### config.mk
export PLATFORM = sky130hd
export DESIGN_NAME = action_sequencer_flat
export DESIGN_NICKNAME = d
export VERILOG_FILES = /design/src/rtl/action_sequencer_if.sv /design/src/rtl/action_sequencer.sv /design/src/flat_wrapper.sv
export SDC_FILE = /design/constraint.sdc
export NUM_CORES = 1
export LEC_CHECK = 0
export CELL_PAD_IN_SITES_DETAIL_PLACEMENT = 1
export CELL_PAD_IN_SITES_GLOBAL_PLACEMENT = 2
export CORE_ASPECT_RATIO = 0.75
export CORE_MARGIN = 2
export CORE_UTILIZATION = 26
export CTS_CLUSTER_DIAMETER = 80
export DETAILED_ROUTE_END_ITERATION = 16
export PLACE_DENSITY_LB_ADDON = 0.12
export SETUP_SLACK_MARGIN = 0.2
export SLEW_MARGIN = 30
export SYNTH_ARGS = -nofsm -noshare
export SYNTH_HDL_FRONTEND = slang
export SYNTH_SLANG_ARGS = --single-unit
### constraint.sdc
create_clock -name clk -period 1.7 [get_ports clk]
set_clock_uncertainty 0.1 [all_clocks]
set_input_delay 0.17 -clock clk [delete_from_list [all_inputs] [get_ports clk]]
set_output_delay 0.17 -clock clk [all_outputs]
set_load 0.03 [all_outputs]
### src/rtl/action_sequencer_if.sv
`default_nettype none
// ============================================================================
// Module  : action_sequencer_if
// Brief   : Request/frame-tick handshake and ROM-address bundle for one fighter.
// Rev     : 1.0 - initial release
// ============================================================================
interface action_sequencer_if #(
   parameter int ADDR_W = 7
);
   logic              frame_tick;
   logic              req_valid;
   logic [2:0]        req_action;
   logic              req_ready;
   logic [ADDR_W-1:0] rom_addr;
   logic [2:0]        cur_action;
   logic              busy;
   logic              done;

   modport master (
      output frame_tick, req_valid, req_action,
      input  req_ready, rom_addr, cur_action, busy, done
   );

   modport slave (
      input  frame_tick, req_valid, req_action,
      output req_ready, rom_addr, cur_action, busy, done
   );
endinterface
`default_nettype wire

### src/rtl/action_sequencer.sv
`default_nettype none
// ============================================================================
// Module  : action_sequencer
// Brief   : Steps a fighter action's frames at frame-tick rate and drives the
//           registered action-ROM address. Optional hitstop: ACTION_HITSTOP_EN.
// Rev     : 1.0 - initial release
// ============================================================================
module action_sequencer #(
   parameter int ADDR_W        = 7,
   parameter int FRAME_W       = 4,
   parameter int HOLD_TICKS    = 4,
   parameter int HITSTOP_TICKS = 6
) (
   input  wire logic           clk,
   input  wire logic           rst_n,
   action_sequencer_if.slave   bus
);
   localparam int HOLD_W = (HOLD_TICKS > 1) ? $clog2(HOLD_TICKS) : 1;
   localparam int HS_W   = (HITSTOP_TICKS > 1) ? $clog2(HITSTOP_TICKS) : 1;

   localparam logic [1:0] S_LOOP    = 2'd0;
   localparam logic [1:0] S_ONESHOT = 2'd1;
   localparam logic [1:0] S_HITSTOP = 2'd2;

   localparam logic [2:0]        c_hit       = 3'd6;
   localparam logic [2:0]        c_rsvd      = 3'd7;
   localparam logic [HOLD_W-1:0] c_hold_last = HOLD_W'(HOLD_TICKS - 1);

   if ((ADDR_W != 3 + FRAME_W) || (HOLD_TICKS < 1) || (HITSTOP_TICKS < 1)) begin : g_param_check
      $error("action_sequencer: inconsistent parameters");
   end

   // Index of the final frame of each action; the reserved code never plays.
   function automatic logic [FRAME_W-1:0] f_last(input logic [2:0] act);
      case (act)
         3'd0:    f_last = FRAME_W'(3);
         3'd1:    f_last = FRAME_W'(5);
         3'd2:    f_last = FRAME_W'(5);
         3'd3:    f_last = FRAME_W'(4);
         3'd4:    f_last = FRAME_W'(5);
         3'd5:    f_last = FRAME_W'(7);
         3'd6:    f_last = FRAME_W'(2);
         default: f_last = '0;
      endcase
   endfunction

   logic [1:0]         r_state,  w_state_nxt;
   logic [2:0]         r_action, w_action_nxt;
   logic [FRAME_W-1:0] r_frame,  w_frame_nxt;
   logic [HOLD_W-1:0]  r_hold,   w_hold_nxt;
   logic [ADDR_W-1:0]  r_rom_addr;
   logic               r_busy;
   logic               r_done,   w_done_nxt;
   logic               w_req_ready;
   logic               w_accept;
`ifdef ACTION_HITSTOP_EN
   localparam logic [HS_W-1:0] c_hs_last = HS_W'(HITSTOP_TICKS - 1);
   logic [HS_W-1:0]    r_hs_cnt, w_hs_nxt;
`endif

   always_ff @(posedge clk) begin
      if (!rst_n) begin
         r_state    <= S_LOOP;
         r_action   <= '0;
         r_frame    <= '0;
         r_hold     <= '0;
         r_rom_addr <= '0;
         r_busy     <= 1'b0;
         r_done     <= 1'b0;
`ifdef ACTION_HITSTOP_EN
         r_hs_cnt   <= '0;
`endif
      end else begin
         r_state    <= w_state_nxt;
         r_action   <= w_action_nxt;
         r_frame    <= w_frame_nxt;
         r_hold     <= w_hold_nxt;
         r_rom_addr <= ADDR_W'({r_action, r_frame});
         r_busy     <= (w_state_nxt != S_LOOP);
         r_done     <= w_done_nxt;
`ifdef ACTION_HITSTOP_EN
         r_hs_cnt   <= w_hs_nxt;
`endif
      end
   end

   always_comb begin
      w_state_nxt  = r_state;
      w_action_nxt = r_action;
      w_frame_nxt  = r_frame;
      w_hold_nxt   = r_hold;
      w_done_nxt   = 1'b0;
`ifdef ACTION_HITSTOP_EN
      w_hs_nxt     = r_hs_cnt;
`endif
      // An accepted request swallows any frame tick arriving in the same cycle.
      if (w_accept) begin
         w_action_nxt = bus.req_action;
         w_frame_nxt  = '0;
         w_hold_nxt   = '0;
         w_state_nxt  = (bus.req_action <= 3'd2) ? S_LOOP : S_ONESHOT;
`ifdef ACTION_HITSTOP_EN
         w_hs_nxt     = '0;
         if (bus.req_action == c_hit) begin
            w_state_nxt = S_HITSTOP;
         end
`endif
      end else if (bus.frame_tick) begin
`ifdef ACTION_HITSTOP_EN
         if (r_state == S_HITSTOP) begin
            if (r_hs_cnt == c_hs_last) begin
               w_hs_nxt    = '0;
               w_hold_nxt  = '0;
               w_state_nxt = S_ONESHOT;
            end else begin
               w_hs_nxt = r_hs_cnt + 1'b1;
            end
         end else
`endif
         if (r_hold == c_hold_last) begin
            w_hold_nxt = '0;
            if (r_frame == f_last(r_action)) begin
               w_frame_nxt = '0;
               if (r_state != S_LOOP) begin
                  w_done_nxt   = 1'b1;
                  w_action_nxt = '0;
                  w_state_nxt  = S_LOOP;
               end
            end else begin
               w_frame_nxt = r_frame + 1'b1;
            end
         end else begin
            w_hold_nxt = r_hold + 1'b1;
         end
      end
   end

   // HIT may always barge in; anything else only while a loop action plays.
   always_comb begin
      w_req_ready = 1'b0;
      if (bus.req_action == c_hit) begin
         w_req_ready = 1'b1;
      end else if ((r_state == S_LOOP) && (bus.req_action != c_rsvd)) begin
         w_req_ready = 1'b1;
      end
      w_accept = bus.req_valid & w_req_ready;
   end

   assign bus.req_ready  = w_req_ready;
   assign bus.rom_addr   = r_rom_addr;
   assign bus.cur_action = r_action;
   assign bus.busy       = r_busy;
   assign bus.done       = r_done;

endmodule
`default_nettype wire

### src/flat_wrapper.sv
// flat-port wrapper written by rule: the top's interface ports become plain ports
module action_sequencer_flat 
#(
   parameter int ADDR_W        = 7,
   parameter int FRAME_W       = 4,
   parameter int HOLD_TICKS    = 4,
   parameter int HITSTOP_TICKS = 6
)
  (clk, rst_n, bus_frame_tick, bus_req_valid, bus_req_action, bus_req_ready, bus_rom_addr, bus_cur_action, bus_busy, bus_done);
  action_sequencer_if #(.ADDR_W(ADDR_W)) bus_i ();
  input  wire logic clk;
  input  wire logic rst_n;
  input wire logic [$bits(bus_i.frame_tick)-1:0] bus_frame_tick;
  input wire logic [$bits(bus_i.req_valid)-1:0] bus_req_valid;
  input wire logic [$bits(bus_i.req_action)-1:0] bus_req_action;
  output wire logic [$bits(bus_i.req_ready)-1:0] bus_req_ready;
  output wire logic [$bits(bus_i.rom_addr)-1:0] bus_rom_addr;
  output wire logic [$bits(bus_i.cur_action)-1:0] bus_cur_action;
  output wire logic [$bits(bus_i.busy)-1:0] bus_busy;
  output wire logic [$bits(bus_i.done)-1:0] bus_done;
  assign bus_i.frame_tick = bus_frame_tick;
  assign bus_i.req_valid = bus_req_valid;
  assign bus_i.req_action = bus_req_action;
  assign bus_req_ready = bus_i.req_ready;
  assign bus_rom_addr = bus_i.rom_addr;
  assign bus_cur_action = bus_i.cur_action;
  assign bus_busy = bus_i.busy;
  assign bus_done = bus_i.done;
  action_sequencer #(.ADDR_W(ADDR_W), .FRAME_W(FRAME_W), .HOLD_TICKS(HOLD_TICKS), .HITSTOP_TICKS(HITSTOP_TICKS)) u_core (.clk(clk), .rst_n(rst_n), .bus(bus_i));
endmodule
# Yosys cells after proc, flatten, opt, wreduce, memory -nomap -nowiden
# Index checks and enable logic that the tools add are counted.
# totals
ff_bits	20
wordCells	59
out_inout_bits	13
in_bits	7
# classes
mux	20
n_eq_ne	10
n_bitwise	5
reduce_logical	14
magnitude_cmp	1
n_addsub	2
# ops
operator	n
4-bit two-way mux	4
3-bit two-way mux	5
3-bit case mux with 5 select lines	1
3-bit equality test (second input constant)	4
2-bit two-way mux	6
2-bit nonzero test	6
3-bit by 2-bit equality test with 1-bit output (second input constant)	2
5-bit OR reduction	1
4-bit by 1-bit adder with 4-bit output (second input constant)	1
4-bit equality test	1
1-bit two-way mux	4
1-bit inverter	4
4-bit AND reduction	1
3-bit by 1-bit equality test with 1-bit output (second input constant)	1
3-bit by 2-bit less-or-equal comparator with 1-bit output (second input constant)	1
3-bit zero test	1
3-bit inequality test (second input constant)	1
3-bit OR reduction	1
2-bit by 1-bit adder with 2-bit output (second input constant)	1
2-bit equality test (second input constant)	1
2-bit zero test	1
2-bit AND reduction	1
2-bit OR reduction	1
1-bit AND	1
1-bit logical AND	1

# Longest topological paths before layout
# Gate-level depths: netlist of the first run.
# depth
ltp_word	12
depth_mapped	6
mapped_depth_nobuf	5

# Worst setup path after synthesis of the first run
# Ideal clock, no wire load.
# synth_timing
kind	reg2reg
from	reg u_core.r_state[0]
to	reg u_core.r_action[0], in the netlist u_core.bus.cur_action[0]
setup_ps	117
t_arrival_ps	1769
path_buffers	1
stages_incl_launch_ff	7
slack_ps	-286
cell_sequence	dfxtp_1 > or2_1 > clkbuf_1 > mux2i_1 > a21bo_2 > a31oi_1 > a22o_1
# synth_via
elab_chain_len	7
# synth_lines
item	line_no	rtl
from (decl)	action_sequencer.sv:47	logic [1:0] r_state, w_state_nxt;
from (signal assigned)	action_sequencer.sv:74	r_state <= w_state_nxt;
2-bit zero test *	action_sequencer.sv:143	end else if ((r_state == S_LOOP) && (bus.req_action != c_rsvd)) begin
1-bit logical AND *	action_sequencer.sv:143	
1-bit two-way mux *	action_sequencer.sv:143	
1-bit two-way mux *	action_sequencer.sv:141	if (bus.req_action == c_hit) begin
via bus_req_ready	flat_wrapper.sv:16	output wire logic [$bits(bus_i.req_ready)-1:0] bus_req_ready;
1-bit AND *	action_sequencer.sv:146	w_accept = bus.req_valid & w_req_ready;
2-bit nonzero test (no line)	-	
4-bit AND reduction (no line)	-	
to (signal assigned)	action_sequencer.sv:75	r_action <= w_action_nxt;
to (decl)	action_sequencer.sv:48	logic [2:0] r_action, w_action_nxt;
# The timed path passes the listed nets; every way through them passes the cells marked *.
# A chain may end at the register's enable or synchronous reset.

# Final worst setup path of the first run
# layout_timing
from	reg u_core.r_action[2], in the netlist u_core.bus.cur_action[2]
to	reg u_core.r_frame[1]
# layout_via
elab_chain_len	8
# layout_lines
item	line_no	rtl
3-bit by 1-bit equality test with 1-bit output, or another cell as far along	action_sequencer.sv:35	case (act)
3-bit OR reduction (no line)	-	
3-bit case mux with 5 select lines *	action_sequencer.sv:35	
4-bit two-way mux *	action_sequencer.sv:120	if (r_hold == c_hold_last) begin
4-bit two-way mux *	action_sequencer.sv:108	end else if (bus.frame_tick) begin
4-bit two-way mux *	action_sequencer.sv:97	if (w_accept) begin
4-bit equality test *	action_sequencer.sv:122	if (r_frame == f_last(r_action)) begin
4-bit two-way mux *	action_sequencer.sv:122	
to (signal assigned)	action_sequencer.sv:76	r_frame <= w_frame_nxt;
to (decl)	action_sequencer.sv:49	logic [FRAME_W-1:0] r_frame, w_frame_nxt;
# Every way passes the cells marked *; elsewhere a longest branch is shown, timed or not. The select of a mux whose other input is x is not followed.

==> impl_metrics.csv, run 1 <==
group,metric,value,unit
run_status,status,"finished, violations left",
run_status,violations,"negative setup slack",
critical_path,crit_arrival,1.77,ns
cts,numCtsBuffers,3,
logic_synthesis,syn_area,858,sq um
global_route,grt_pass1_wl,3.48,mm
timing,rsz0062_at_grt,"yes",
cts,clkSlewWorstSetupHoldPaths,0.08,ns
finish,nets,135,
finish,instances_no_fill,165,
finish,diodes,0,
worst_hold_path,hold_class,"register to register",
finish,layout-drive-gt1-share,0.360,
global_route,grt_max_degree,13,
placement,io_buffers,19,
placement,place.gp.congestion,0.743,
power_and_ir_drop,peakVddDrop,367,uV
critical_path,crit_fanout,7,
timing,period_share,1.01,
timing,max-slew-margin-rel,0.752,
global_route,grt_overflow_total,0,
timing,slew_viol_final,0,
logic_synthesis,syn-num-nets,94,
logic_synthesis,ys_types,34,
cts,h-tree-depth,1,
detailed_routing,dr.pass1.iters,4,
timing,holdWs,0.383,ns
finish,syn2layout_area_growth,59.3,%
placement,dp.cells,161,
cts,tritoncts,"done",
critical_path,required,1.75,ns
power_and_ir_drop,p_leak,0.623,nW
logic_synthesis,avgSynthCellArea,10.1,sq um
cts,clk_path_buf_depth,2,
logic_synthesis,netlist_instances,85,
floorplan,io_pins,20,
detailed_routing,dr_total_vias,773,
logic_synthesis,ys.warnings.count,0,
critical_path,path_buf_inv,1,
global_route,grt_pass1_vias,731,
floorplan,start_util,0.267,
power_and_ir_drop,power_density,833,mW/mm^2
timing,timing.final.ws_setup,-0.0197,ns
critical_path,path_class,"register to register",
critical_path,crit_path_end_kind,"register",
detailed_routing,viasPerCell,4.68,
critical_path,critPathMaxStageDelay,0.38,ns
detailed_routing,drt_iter0_markers,18,
placement,dp_slack,-0.129,ns
logic_synthesis,yosys_register_bits,20,
critical_path,path_delay_family,"compound AO/OA/AOI/OAI gates",
floorplan,die_width,70.3,um
critical_path,cp_cell_sequence,"nor4bb_4 > a311oi_1 > a311oi_2 > a21oi_2 > buf_6 > a21boi_2",
timing,worst_pin_slew,0.373,ns
global_route,gr-usage-all-layers,0.127,
detailed_routing,wl,2.31,mm
detailed_routing,remaining_drc_errors,0,
timing,max_freq,0.582,GHz
run,cap_violations,0,
floorplan,num_rows,18,
critical_path,crit_slowest_cell,"dfxtp_4",
timing,hold_viol_final,0,
timing,setup_viol,5,
cts,clock_sinks,20,
finish,fill_cells,365,
cts,holdBufCountCts,0,
placement,hpwlAfterDp,1.74,mm
global_route,antenna_found_initial,0,
cts,cts-root-buf,"clkbuf_8",
detailed_routing,wl_per_cell,14.0,um
logic_synthesis,yosysSeqAreaShare,0.466,
floorplan,die_y,53.8,um
floorplan,core,0.00322,sq mm
detailed_routing,postRouteAntennaNets,0,
timing,fin_crit,1.72,ns
critical_path,cp-start-kind,"register",
cts,clock_latency,0.26,ns
floorplan,die-area,0.00378,sq mm
[Yosys cell counts]
library cell | number | share of area
a21bo_2 | 1 | 0.012
a21boi_1 | 1 | 0.0087
a21o_1 | 2 | 0.017
a21oi_1 | 1 | 0.0058
a21oi_2 | 1 | 0.010
a221o_1 | 1 | 0.012
a22o_1 | 3 | 0.031
a311oi_1 | 1 | 0.010
a311oi_2 | 1 | 0.017
a31oi_1 | 1 | 0.0073
and2_1 | 10 | 0.073
and2_2 | 1 | 0.0087
and2b_1 | 1 | 0.0087
and4b_1 | 1 | 0.012
buf_2 | 1 | 0.0058
buf_4 | 1 | 0.0087
buf_6 | 1 | 0.013
clkbuf_1 | 1 | 0.0044
dfxtp_1 | 20 | 0.47
ha_1 | 2 | 0.029
inv_1 | 1 | 0.0044
mux2i_1 | 4 | 0.047
nand2_1 | 6 | 0.026
nand2b_1 | 1 | 0.0073
nand3_1 | 4 | 0.023
nand4b_1 | 1 | 0.010
nor2_1 | 5 | 0.022
nor3_1 | 2 | 0.012
nor4bb_1 | 1 | 0.012
o21a_1 | 2 | 0.017
o32ai_1 | 2 | 0.020
or2_1 | 1 | 0.0073
xnor2_1 | 2 | 0.020
xor2_1 | 1 | 0.010
[report_power, final]
group | total (mW) | switching [mW] | internal, mW
registers | 0.493 | 0.0111 | 0.482
clock network | 0.472 | 0.158 | 0.314
logic | 0.174 | 0.0853 | 0.0885
[worst register-to-register path, stage by stage, from the launching register on]
cell and delay (ns):
dfxtp_4 0.38, nor4bb_4 0.29, a311oi_1 0.10, a311oi_2 0.36
a21oi_2 0.10, buf_6 0.15, a21boi_2 0.15
[metal layers]
layer	wire (um)	share of wire	vias up	track usage
li1	-	-	384	-
met4	12	0.0052	0	0.0385
met2	1160	0.50	22	0.225
met5	0	0	-	0
met1	1020	0.44	365	0.152
met3	121	0.052	2	0.0393
[registers in the layout (all words and copies together), names as in the netlist]
signal / count
u_core.bus.busy: 1
u_core.bus.cur_action: 3
u_core.bus.done: 1
u_core.bus.rom_addr: 7
u_core.r_frame: 4
u_core.r_hold: 2
u_core.r_state: 2
[cell usage in the layout (no fill, tap or decap), types with 2 or more instances in the layout]
| cell | synthesis | layout |
|---|---|---|
| dfxtp_4 | 0 | 2 |
| a22o_1 | 3 | 3 |
| and2_4 | 0 | 3 |
| mux2i_1 | 4 | 3 |
| xnor2_1 | 2 | 2 |
| buf_6 | 1 | 3 |
| a21o_1 | 2 | 2 |
| clkdlybuf4s50_1 | 0 | 6 |
| dfxtp_2 | 0 | 3 |
| buf_4 | 1 | 19 |
| clkbuf_8 | 0 | 3 |
| nand2_1 | 6 | 6 |
| nor2_1 | 5 | 5 |
| o21a_1 | 2 | 2 |
| dfxtp_1 | 20 | 15 |
| ha_1 | 2 | 2 |
| dlygate4sd2_1 | 0 | 12 |
| and2_1 | 10 | 7 |
| nand3_1 | 4 | 4 |
| nor3_1 | 2 | 2 |
[area by class of cell]
cell class	count	area [sq um]	area share
Inverter	1	3.75	0.00274
Timing Repair Buffer	40	342	0.250
Multi-Input combinational cell	60	489	0.358
Clock inverter	1	30.0	0.0220
Clock buffer	3	41.3	0.0302
Tap cell	40	50.0	0.0366
Sequential cell	20	412	0.301
[final timing paths]
path / startpoint / to / slack, ns / depth (start not counted)
setup / recovery: u_core.bus.cur_action[2]$_SDFFE_PN0P_ / u_core.r_frame[1]$_SDFFE_PP0P_ / -0.02 / 6
hold / removal: u_core.r_state[1]$_SDFF_PN0_ / u_core.r_state[1]$_SDFF_PN0_ / 0.38 / 1
setup reg to reg: u_core.bus.cur_action[2]$_SDFFE_PN0P_ / u_core.r_frame[1]$_SDFFE_PP0P_ / -0.02 / 6
hold reg to reg: u_core.r_state[1]$_SDFF_PN0_ / u_core.r_state[1]$_SDFF_PN0_ / 0.38 / 1
[through the flow]
step | TNS, ns | power [mW] | instance area [sq um] | utilization
final | -0.0847 | 1.14 | 1370 | 0.425
after global placement | -0.380 | 0.666 | 1240 | 0.387
after global routing | -0.753 | 1.19 | 1370 | 0.425
after floorplan | 0 | 0.584 | 887 | -
after CTS | -0.00284 | 1.16 | 1360 | 0.421
after detailed placement | -0.486 | 0.670 | 1240 | 0.387
[cells by family after synthesis]
kind of cell,synth area share
AO/OA/AOI/OAI,0.169
AND/OR/NAND/NOR,0.222
XOR/XNOR,0.0306
adder cells (fa/ha/maj),0.0291
buffers and inverters,0.0364
multiplexers,0.0466
flip-flops,0.466
[what timing repair did]
| item | 4_1_cts | 5_1_grt |
|---|---|---|
| setup buffers | 0 | 0 |
| gates resized for setup | 26 | 2 |
| hold endpoints to repair | 0 | 0 |
| pin swaps | 2 | 2 |
| endpoints found under the setup margin | 24 | 12 |
Power figures use the tool's default switching activity.
==> inputs of run 2 (changes only) <==
CORE_UTILIZATION = 29   (was 26)
clock period = 1.8 ns   (was 1.7 ns; I/O delays follow)
==> impl_metrics.csv, run 2 (synthesized netlist as in run 1, its figures left out) <==
group,metric,value,unit
placement,postPlaceCellArea,0.00117,sq mm
run_status,status,"completed",
timing,hold_viol_final,0,
placement,dp_slack,0.0161,ns
critical_path,crit_path_end_kind,"register",
cts,h-tree-depth,1,
floorplan,start_util,0.299,
power_and_ir_drop,p_sw,0.231,mW
timing,timing.final.ws_setup,0.138,ns
timing,worst_pin_slew,0.319,ns
cts,numCtsBuffers,3,
power_and_ir_drop,switching_share,0.252,
placement,place.gp.congestion,0.759,
critical_path,crit_fanout,6,
detailed_routing,viasPerCell,4.66,
power_and_ir_drop,peakVddDrop,378,uV
critical_path,worstReg2RegStart,"u_core.bus.cur_action[1]$_SDFFE_PN0P_",
timing,rsz0062_at_grt,"yes",
cts,tritoncts,"done",
critical_path,cp-start-kind,"register",
timing,fin_crit,1.66,ns
power_and_ir_drop,p_leak,0.571,nW
placement,hpwlAfterDp,1.47,mm
detailed_routing,dr_total_vias,741,
finish,final_cell_mix,"buf_4, clkdlybuf4s50_1, dfxtp_1, and2_1, nand2_1",
finish,syn2layout_area_growth,57.3,%
detailed_routing,wl,2.13,mm
critical_path,rr_worst_depth,5,
detailed_routing,route.met2.wl,972,um
critical_path,reg2reg_slack,0.14,ns
floorplan,die-area,0.00342,sq mm
finish,postLayoutCellArea,0.00135,sq mm
worst_hold_path,hold_end,"u_core.r_state[0]$_SDFF_PN0_",
worst_hold_path,hold_depth,1,
cts,clock_latency,0.26,ns
detailed_routing,dr_wl_met3,88,um
cts,cts-root-buf,"clkbuf_8",
finish,diodes,0,
power_and_ir_drop,power,0.919,mW
finish,nets,131,
worst_hold_path,hold_class,"register to register",
floorplan,core,0.00287,sq mm
finish,fill_cells,334,
global_route,grt_overflow_total,0,
global_route,antenna_found_initial,0,
power_and_ir_drop,pwr-share-comb,0.168,
worst_hold_path,hold_path_startpoint,"u_core.r_state[0]$_SDFF_PN0_",
global_route,grt_pass1_wl,3.63,mm
detailed_routing,top_layer,"met4",
timing,max-slew-margin-rel,0.787,
placement,io_buffers,19,
global_route,grt_max_degree,12,
global_route,grt_pass1_vias,769,
detailed_routing,wl_per_cell,13.4,um
cts,clkSlewWorstSetupHoldPaths,0.07,ns
finish,largest_reg_flops,7,
critical_path,crit_arrival,1.71,ns
power_and_ir_drop,clock_power_share,0.325,
run,cap_violations,0,
timing,setup_tns,0,ns
finish,final_common_cell,"buf_4",
timing,slew_viol_final,0,
cts,clock_sinks,20,
timing,period_share,0.923,
power_and_ir_drop,power_density,681,mW/mm^2
detailed_routing,postRouteAntennaNets,0,
cts,clk_path_buf_depth,2,
floorplan,die_width,66.8,um
power_and_ir_drop,p_int,0.687,mW
detailed_routing,remaining_drc_errors,0,
timing,max_freq,0.602,GHz
detailed_routing,wl_met1,1.03,mm
detailed_routing,drt_iter0_markers,10,
critical_path,path_class,"register to register",
floorplan,die_y,51.1,um
critical_path,required,1.85,ns
floorplan,num_rows,17,
timing,setup_viol,0,
global_route,gr-usage-all-layers,0.147,
cts,holdBufCountCts,0,
detailed_routing,dr.pass1.iters,4,
power_and_ir_drop,power.share.sequential,0.507,
finish,layout-drive-gt1-share,0.339,
critical_path,r2r-end,"u_core.bus.cur_action[2]$_SDFFE_PN0P_",
floorplan,io_pins,20,
run 2: final cells by class:
| class | count | area (sq um) | share of cell area |
|---|---|---|---|
| Multi-Input combinational cell | 60 | 512 | 0.379 |
| Inverter | 1 | 3.75 | 0.00278 |
| Tap cell | 38 | 47.5 | 0.0352 |
| Sequential cell | 20 | 419 | 0.310 |
| Timing Repair Buffer | 36 | 323 | 0.239 |
| Clock buffer | 4 | 45.0 | 0.0334 |
run 2: power by group through the flow:
| stage | logic (mW) | clock network, mW | registers, mW |
|---|---|---|---|
| 3_3_place_gp | 0.129 | 0 | 0.480 |
| 5_1_grt | 0.166 | 0.335 | 0.468 |
| 4_1_cts | 0.145 | 0.309 | 0.466 |
| 2_1_floorplan | 0.0585 | 0 | 0.493 |
| 6_report | 0.154 | 0.299 | 0.466 |
| 3_5_place_dp | 0.130 | 0 | 0.481 |
run 2: worst max path at each step:
| stage | end | depth (start not counted) | start |
|---|---|---|---|
| finish | u_core.bus.cur_action[2]$_SDFFE_PN0P_ | 5 | u_core.bus.cur_action[1]$_SDFFE_PN0P_ |
| global route | u_core.bus.cur_action[2]$_SDFFE_PN0P_ | 6 | u_core.bus.cur_action[1]$_SDFFE_PN0P_ |
| CTS | u_core.bus.cur_action[2]$_SDFFE_PN0P_ | 6 | u_core.bus.cur_action[0]$_SDFFE_PN0P_ |
| detailed placement | u_core.r_frame[1]$_SDFFE_PP0P_ | 6 | bus_req_action[1] |
| global placement | u_core.bus.cur_action[1]$_SDFFE_PN0P_ | 6 | bus_req_action[1] |
| floorplan | u_core.bus.cur_action[0]$_SDFFE_PN0P_ | 6 | u_core.bus.cur_action[1]$_SDFFE_PN0P_ |
run 2: through the flow:
step / utilization / hold WS (ns) / cells
2_1_floorplan: - / 0.207 / 85
3_3_place_gp: 0.407 / 0.338 / 149
3_5_place_dp: 0.407 / 0.355 / 149
4_1_cts: 0.445 / 0.382 / 157
5_1_grt: 0.470 / 0.404 / 159
6_report: 0.470 / 0.382 / 159
run 2: what timing repair did:
action | in CTS | in global routing
pin swaps | 4 | 9
resized for setup | 11 | 14
buffers inserted | 4 | 2
cloned | 0 | 0
endpoints found under the setup margin | 14 | 14
run 2: layer usage:
layer  track usage  vias up
li1              -      376
met1         0.186      347
met2         0.225       14
met3        0.0529        4
met4        0.0612        0
met5             0        -
run 2: worst max-delay path: stages, from the launching register on:
cell and delay (ns):
dfxtp_4 0.38, o21a_1 0.20, o32ai_2 0.20, a221o_1 0.33, a31oi_4 0.13, a22o_1 0.22
